==> src/rtl/vend_pkg.sv <==
// rtl/vend_pkg.sv - shared vending constants, dispenser states and coin-type encoding
package vend_pkg;

    localparam int UNIT_5  = 1;
    localparam int UNIT_10 = 2;

    typedef enum logic [2:0] {
        IDLE,
        SELECT,
        EJECT,
        WAIT_ACK,
        DONE,
        FAULT
    } disp_state_e;

    // Encoding shared with the vending machine's change code: value is the coin worth in 5-unit units.
    typedef enum logic [1:0] {
        COIN_NONE = 2'b00,
        COIN_5    = 2'b01,
        COIN_10   = 2'b10
    } coin_e;

    function automatic int coin_units(coin_e c);
        case (c)
            COIN_5:  return UNIT_5;
            COIN_10: return UNIT_10;
            default: return 0;
        endcase
    endfunction

endpackage

==> src/rtl/change_inventory.sv <==
// rtl/change_inventory.sv - saturating 5-unit and 10-unit coin inventory counters
module change_inventory #(
    parameter int INV_W   = 6,
    parameter int INIT_5  = 8,
    parameter int INIT_10 = 8
) (
    input  logic             clk,
    input  logic             reset,
    input  logic             refill_5,
    input  logic             refill_10,
    input  logic             dec_5,
    input  logic             dec_10,
    output logic [INV_W-1:0] inv_5,
    output logic [INV_W-1:0] inv_10
);

    logic [INV_W-1:0] inv_5_q, inv_5_d;
    logic [INV_W-1:0] inv_10_q, inv_10_d;

    // Simultaneous refill and decrement cancel out, which also keeps a full counter full.
    function automatic logic [INV_W-1:0] step(input logic [INV_W-1:0] cnt,
                                              input logic inc, input logic dec);
        if (inc && !dec && cnt != {INV_W{1'b1}})
            return cnt + 1'b1;
        else if (dec && !inc && cnt != '0)
            return cnt - 1'b1;
        else
            return cnt;
    endfunction

    always_comb begin
        inv_5_d  = step(inv_5_q, refill_5, dec_5);
        inv_10_d = step(inv_10_q, refill_10, dec_10);
    end

    always_ff @(posedge clk or posedge reset) begin
        if (reset) begin
            inv_5_q  <= INV_W'(INIT_5);
            inv_10_q <= INV_W'(INIT_10);
        end else begin
            inv_5_q  <= inv_5_d;
            inv_10_q <= inv_10_d;
        end
    end

    assign inv_5  = inv_5_q;
    assign inv_10 = inv_10_q;

endmodule

==> src/rtl/change_dispenser.sv <==
// rtl/change_dispenser.sv - coin-at-a-time change payout FSM driving the hopper
module change_dispenser
    import vend_pkg::*;
#(
    parameter int AMT_W       = 5,
    parameter int INV_W       = 6,
    parameter int INIT_5      = 8,
    parameter int INIT_10     = 8,
    parameter int TIMEOUT_CYC = 16
) (
    input  logic             clk,
    input  logic             reset,
    input  logic             req_valid,
    input  logic [AMT_W-1:0] req_amount,
    output logic             req_ready,
    input  logic             coin_ack,
    output logic             eject_5,
    output logic             eject_10,
    output logic             done,
    output logic             error,
    output logic [AMT_W-1:0] remaining,
    input  logic             refill_5,
    input  logic             refill_10,
    output logic [INV_W-1:0] inv_5,
    output logic [INV_W-1:0] inv_10
);

    localparam int TMR_W = $clog2(TIMEOUT_CYC + 1);

    disp_state_e      state_q, state_d;
    coin_e            coin_q, coin_d;
    logic [AMT_W-1:0] bal_q, bal_d;
    logic [AMT_W-1:0] rem_q, rem_d;
    logic [TMR_W-1:0] timer_q, timer_d;
    logic             ack_take;

    assign ack_take = (state_q == WAIT_ACK) && coin_ack;

    change_inventory #(
        .INV_W  (INV_W),
        .INIT_5 (INIT_5),
        .INIT_10(INIT_10)
    ) u_inventory (
        .clk      (clk),
        .reset    (reset),
        .refill_5 (refill_5),
        .refill_10(refill_10),
        .dec_5    (ack_take && coin_q == COIN_5),
        .dec_10   (ack_take && coin_q == COIN_10),
        .inv_5    (inv_5),
        .inv_10   (inv_10)
    );

    always_comb begin
        state_d = state_q;
        coin_d  = coin_q;
        bal_d   = bal_q;
        rem_d   = rem_q;
        timer_d = timer_q;
        case (state_q)
            IDLE: begin
                if (req_valid) begin
                    bal_d   = req_amount;
                    rem_d   = '0;
                    state_d = (req_amount == '0) ? DONE : SELECT;
                end
            end
            SELECT: begin
                // Never overpay: a single owed unit needs a 5-coin even when 10s are stocked.
                if (bal_q >= AMT_W'(UNIT_10) && inv_10 != '0) begin
                    coin_d  = COIN_10;
                    state_d = EJECT;
                end else if (bal_q >= AMT_W'(UNIT_5) && inv_5 != '0) begin
                    coin_d  = COIN_5;
                    state_d = EJECT;
                end else begin
                    state_d = FAULT;
                end
            end
            EJECT: begin
                timer_d = '0;
                state_d = WAIT_ACK;
            end
            WAIT_ACK: begin
                if (coin_ack) begin
                    bal_d   = bal_q - AMT_W'(coin_units(coin_q));
                    state_d = (bal_d == '0) ? DONE : SELECT;
                end else if (timer_q == TMR_W'(TIMEOUT_CYC - 1)) begin
                    state_d = FAULT;
                end else begin
                    timer_d = timer_q + 1'b1;
                end
            end
            DONE: state_d = IDLE;
            FAULT: begin
                rem_d   = bal_q;
                state_d = IDLE;
            end
            default: state_d = IDLE;
        endcase
    end

    always_ff @(posedge clk or posedge reset) begin
        if (reset) begin
            state_q <= IDLE;
            coin_q  <= COIN_NONE;
            bal_q   <= '0;
            rem_q   <= '0;
            timer_q <= '0;
        end else begin
            state_q <= state_d;
            coin_q  <= coin_d;
            bal_q   <= bal_d;
            rem_q   <= rem_d;
            timer_q <= timer_d;
        end
    end

    assign req_ready = (state_q == IDLE);
    assign eject_5   = (state_q == EJECT) && (coin_q == COIN_5);
    assign eject_10  = (state_q == EJECT) && (coin_q == COIN_10);
    assign done      = (state_q == DONE);
    assign error     = (state_q == FAULT);
    assign remaining = rem_q;

endmodule
==> config.mk <==
export PLATFORM = sky130hd
export DESIGN_NAME = change_dispenser
export DESIGN_NICKNAME = d
export VERILOG_FILES = /design/src/rtl/vend_pkg.sv /design/src/rtl/change_inventory.sv /design/src/rtl/change_dispenser.sv
export SDC_FILE = /design/constraint.sdc
export NUM_CORES = 1
export LEC_CHECK = 0
export BUFFER_PORTS_ARGS = -buffer_cell sky130_fd_sc_hd__buf_2
export CORE_UTILIZATION = 60
export DETAILED_ROUTE_END_ITERATION = 10
export PLACE_DENSITY = 0.89
export SLEW_MARGIN = 20
export SYNTH_ARGS = -nofsm -noshare
export SYNTH_HDL_FRONTEND = slang
export SYNTH_SLANG_ARGS = --single-unit
==> constraint.sdc <==
create_clock -name clk -period 5.3 [get_ports clk]
set_input_delay 0.53 -clock clk [delete_from_list [all_inputs] [get_ports clk]]
set_output_delay 0.53 -clock clk [all_outputs]
set_load 0.05 [all_outputs]
==> results by group <==
Status
  – Outcome: finished clean

Synth
  – Xor and xnor area share after synthesis: 3.66%
  – Share of the synthesized area in the top cell type: 34.8%
  – Cell variety after synth: 53
  – Ys Warns: 0
  – Compound-gate portion of the synthesized area: 19.5%
  – Top post-synthesis cells by area: dfrtp_1, ha_1, a21oi_1
  – Syn Std Cell Area: 0.00215 mm^2
  – Top cell type by total area after synthesis: dfrtp_1
  – Seq/Total Area, Yosys: 37.3%
  – Post-synth EDFFs: 0
  – Most frequent cell after synthesis: dfrtp_1
  – Cell count after synthesis: 226
  – Avg Synthesized Cell Area: 9.53 um^2
  – Synthesized net count: 252
  – Post-synthesis async set-or-reset flop share: 100%
  – Post-synth top cells: dfrtp_1, nand2_1, a21oi_1
  – Main combinational cell family by area after synthesis: compound AO/OA/AOI/OAI gates
  – Simple-Gate Fraction of Synth Area: 18.9%
  – Multiplexer share of the synthesized area: 6.68%
  – #FFs+latches synth: 32
  – Top_reg_cell synth: dfrtp_1
  – Adder-Cell Fraction of Synth Area: 9.76%

Timing
  – Hold Fails Final Rpt: 0
  – Actual slew at the worst max-slew pin: 0.723 ns
  – Period utilization: 57.5%
  – Achievable frequency: 0.328 GHz
  – Setup TNS: 0 ns
  – RSZ-0062 raised after global routing: false
  – Slew Viols, Final: 0
  – Slew margin rel.: 51.8%
  – Setup Viol. Count Final: 0
  – Fin crit period: 3.05 ns
  – Worst-case clock skew: 0.00545 ns

Detailed routing
  – Via count: 1831
  – Drt pass-1 iters: 4
  – # DRC: 0
  – DR WL/cell: 15.0 um
  – Routed WL: 4590 um
  – Drt via density: 5.98
  – Drt initial violations: 84
  – ANT nets after route: 0

Job
  – Max Cap Viol: 0

Setup path
  – Startpoint Class: register
  – CP delay by family, top: simple AND/OR/NAND/NOR gates
  – Critical Path Sink Type: register
  – Crit Path Max Fanout: 20
  – Worst path arrival time: 3.27 ns
  – CP cell instances: nand2b_4 > or4b_4 > and2_4 > o21ai_4 > ha_1 > a21o_1 > a21oi_1 > o21bai_1 > a21oi_1 > mux4_2
  – CP Class: reg -> reg
  – CP max stage delay: 0.75 ns
  – WP data required: 5.52 ns
  – CP dominant cell by count: a21oi_1
  – Reg2reg setup slack: 2.25 ns
  – Crit-path slowest cell: dfrtp_1
  – CP bufs+invs: 0

Layout
  – Antenna cells: 0
  – Layout cells sized above 1: 23.1%
  – P&R area growth vs syn: 11.1%
  – # fillers: 258
  – Final #Nets: 285

Clock network
  – TritonCTS buffer count: 5
  – Post-cts repair resize count: 0
  – Post-CTS Setup Bufs: 0
  – Hold_buf cts: 0
  – CTS Sinks: 32
  – Clock slew at reported path FFs: 0.10 ns
  – Skew-Pair Late Insertion Delay: 0.34 ns
  – Clk buf depth: 2
  – H-tree lvl count: 2
  – CTS tree: done
  – Root Buffer: clkbuf_4

Place
  – I/O Buffers: 32
  – Post-DP HPWL: 3410 um
  – Gpl congestion: 0.898

Global route
  – First-pass GRT wire length: 7750 um
  – Vias in the first global route: 1676
  – Total grt overflow: 0
  – Initial antenna violation count: 0
  – GRT Overall Usage: 28.1%
  – Largest net degree at the start of global routing: 21

Floorplanning
  – Die Footprint: 0.00383 mm^2
  – Die X: 61.9 um
  – # IOs: 33
  – Initial core utilization: 63.6%
  – Core area: 0.00339 mm^2
  – Die H: 61.9 um
  – Row cnt: 21

Worst hold path
  – Hold Path Class: in -> async
[state kept, by name, indices dropped and copies added, names as in the netlist]
register,cells
bal_q,5
coin_q,2
remaining,5
state_q,3
timer_q,5
u_inventory.inv_10,6
u_inventory.inv_5,6
[final timing paths]
check / start / to / cells after the start
max in group asynchronous: reset / u_inventory.inv_5[3] / 3
worst max-delay path: state_q[0] / u_inventory.inv_5[5] / 10
worst max register to register: state_q[0] / u_inventory.inv_5[5] / 10
worst min register to register: remaining[2] / remaining[2] / 2
min in group clk: req_amount[1] / bal_q[1] / 3
worst min-delay path: reset / bal_q[0] / 2
[final cells by class]
class,instances,area (um^2),area share [%]
sequential,32,803,33.6
clock inverter,1,5.00,0.209
tap,46,57.6,2.40
clock buffer,7,45.0,1.88
timing repair buffer,33,168,7.00
inverter,14,55.1,2.30
multi-input combinational,173,1260,52.6
[metal layers]
metal	wire length [um]	track usage, %	up-vias
met1	2100	37.8	872
met3	207	6.21	7
met5	0	0	-
li1	-	-	894
met2	2210	45.2	58
met4	73	9.21	0
[worst reg2reg max path: stages (launching register included)]
cell,delay [ns]
dfrtp_1,0.75
nand2b_4,0.10
or4b_4,0.52
and2_4,0.19
o21ai_4,0.10
ha_1,0.28
a21o_1,0.18
a21oi_1,0.22
o21bai_1,0.12
a21oi_1,0.16
mux4_2,0.30
[cells by family after synthesis]
| logic type | count (synthesis) |
|---|---|
| adders and majority gates | 15 |
| DFF | 32 |
| AOI/OAI and AO/OA | 64 |
| and+or+nand+nor | 74 |
| xor gates and xnor gates | 9 |
| buffers and inverters | 21 |
| muxes | 11 |
[layout by cell type (no fill, tap or decap), types with 6 or more instances in the layout]
master	count
buf_2	32
dfrtp_1	30
nand2_1	22
a21oi_1	19
inv_1	13
o21ai_0	13
ha_1	12
nor2_1	11
xnor2_1	9
nor3_1	7
a22o_1	7
o22ai_1	6
[metrics by stage]
stage / instances / setup slack [ns] / util [%] / hold slack (ns) / instance area (um^2)
2_1_floorplan: 226 / 2.60 / - / 0.489 / 2150
4_1_cts: 306 / 2.29 / 70.6 / 0.211 / 2390
5_1_grt: 306 / 1.96 / 70.6 / 0.243 / 2390
6_report: 306 / 2.25 / 70.6 / 0.196 / 2390
3_5_place_dp: 298 / 2.31 / 69.1 / 0.508 / 2340
3_3_place_gp: 298 / 2.43 / 69.1 / 0.505 / 2340
Power is not shown: default switching activity piles up to over one toggle a cycle in this logic, so the estimate is an artifact.
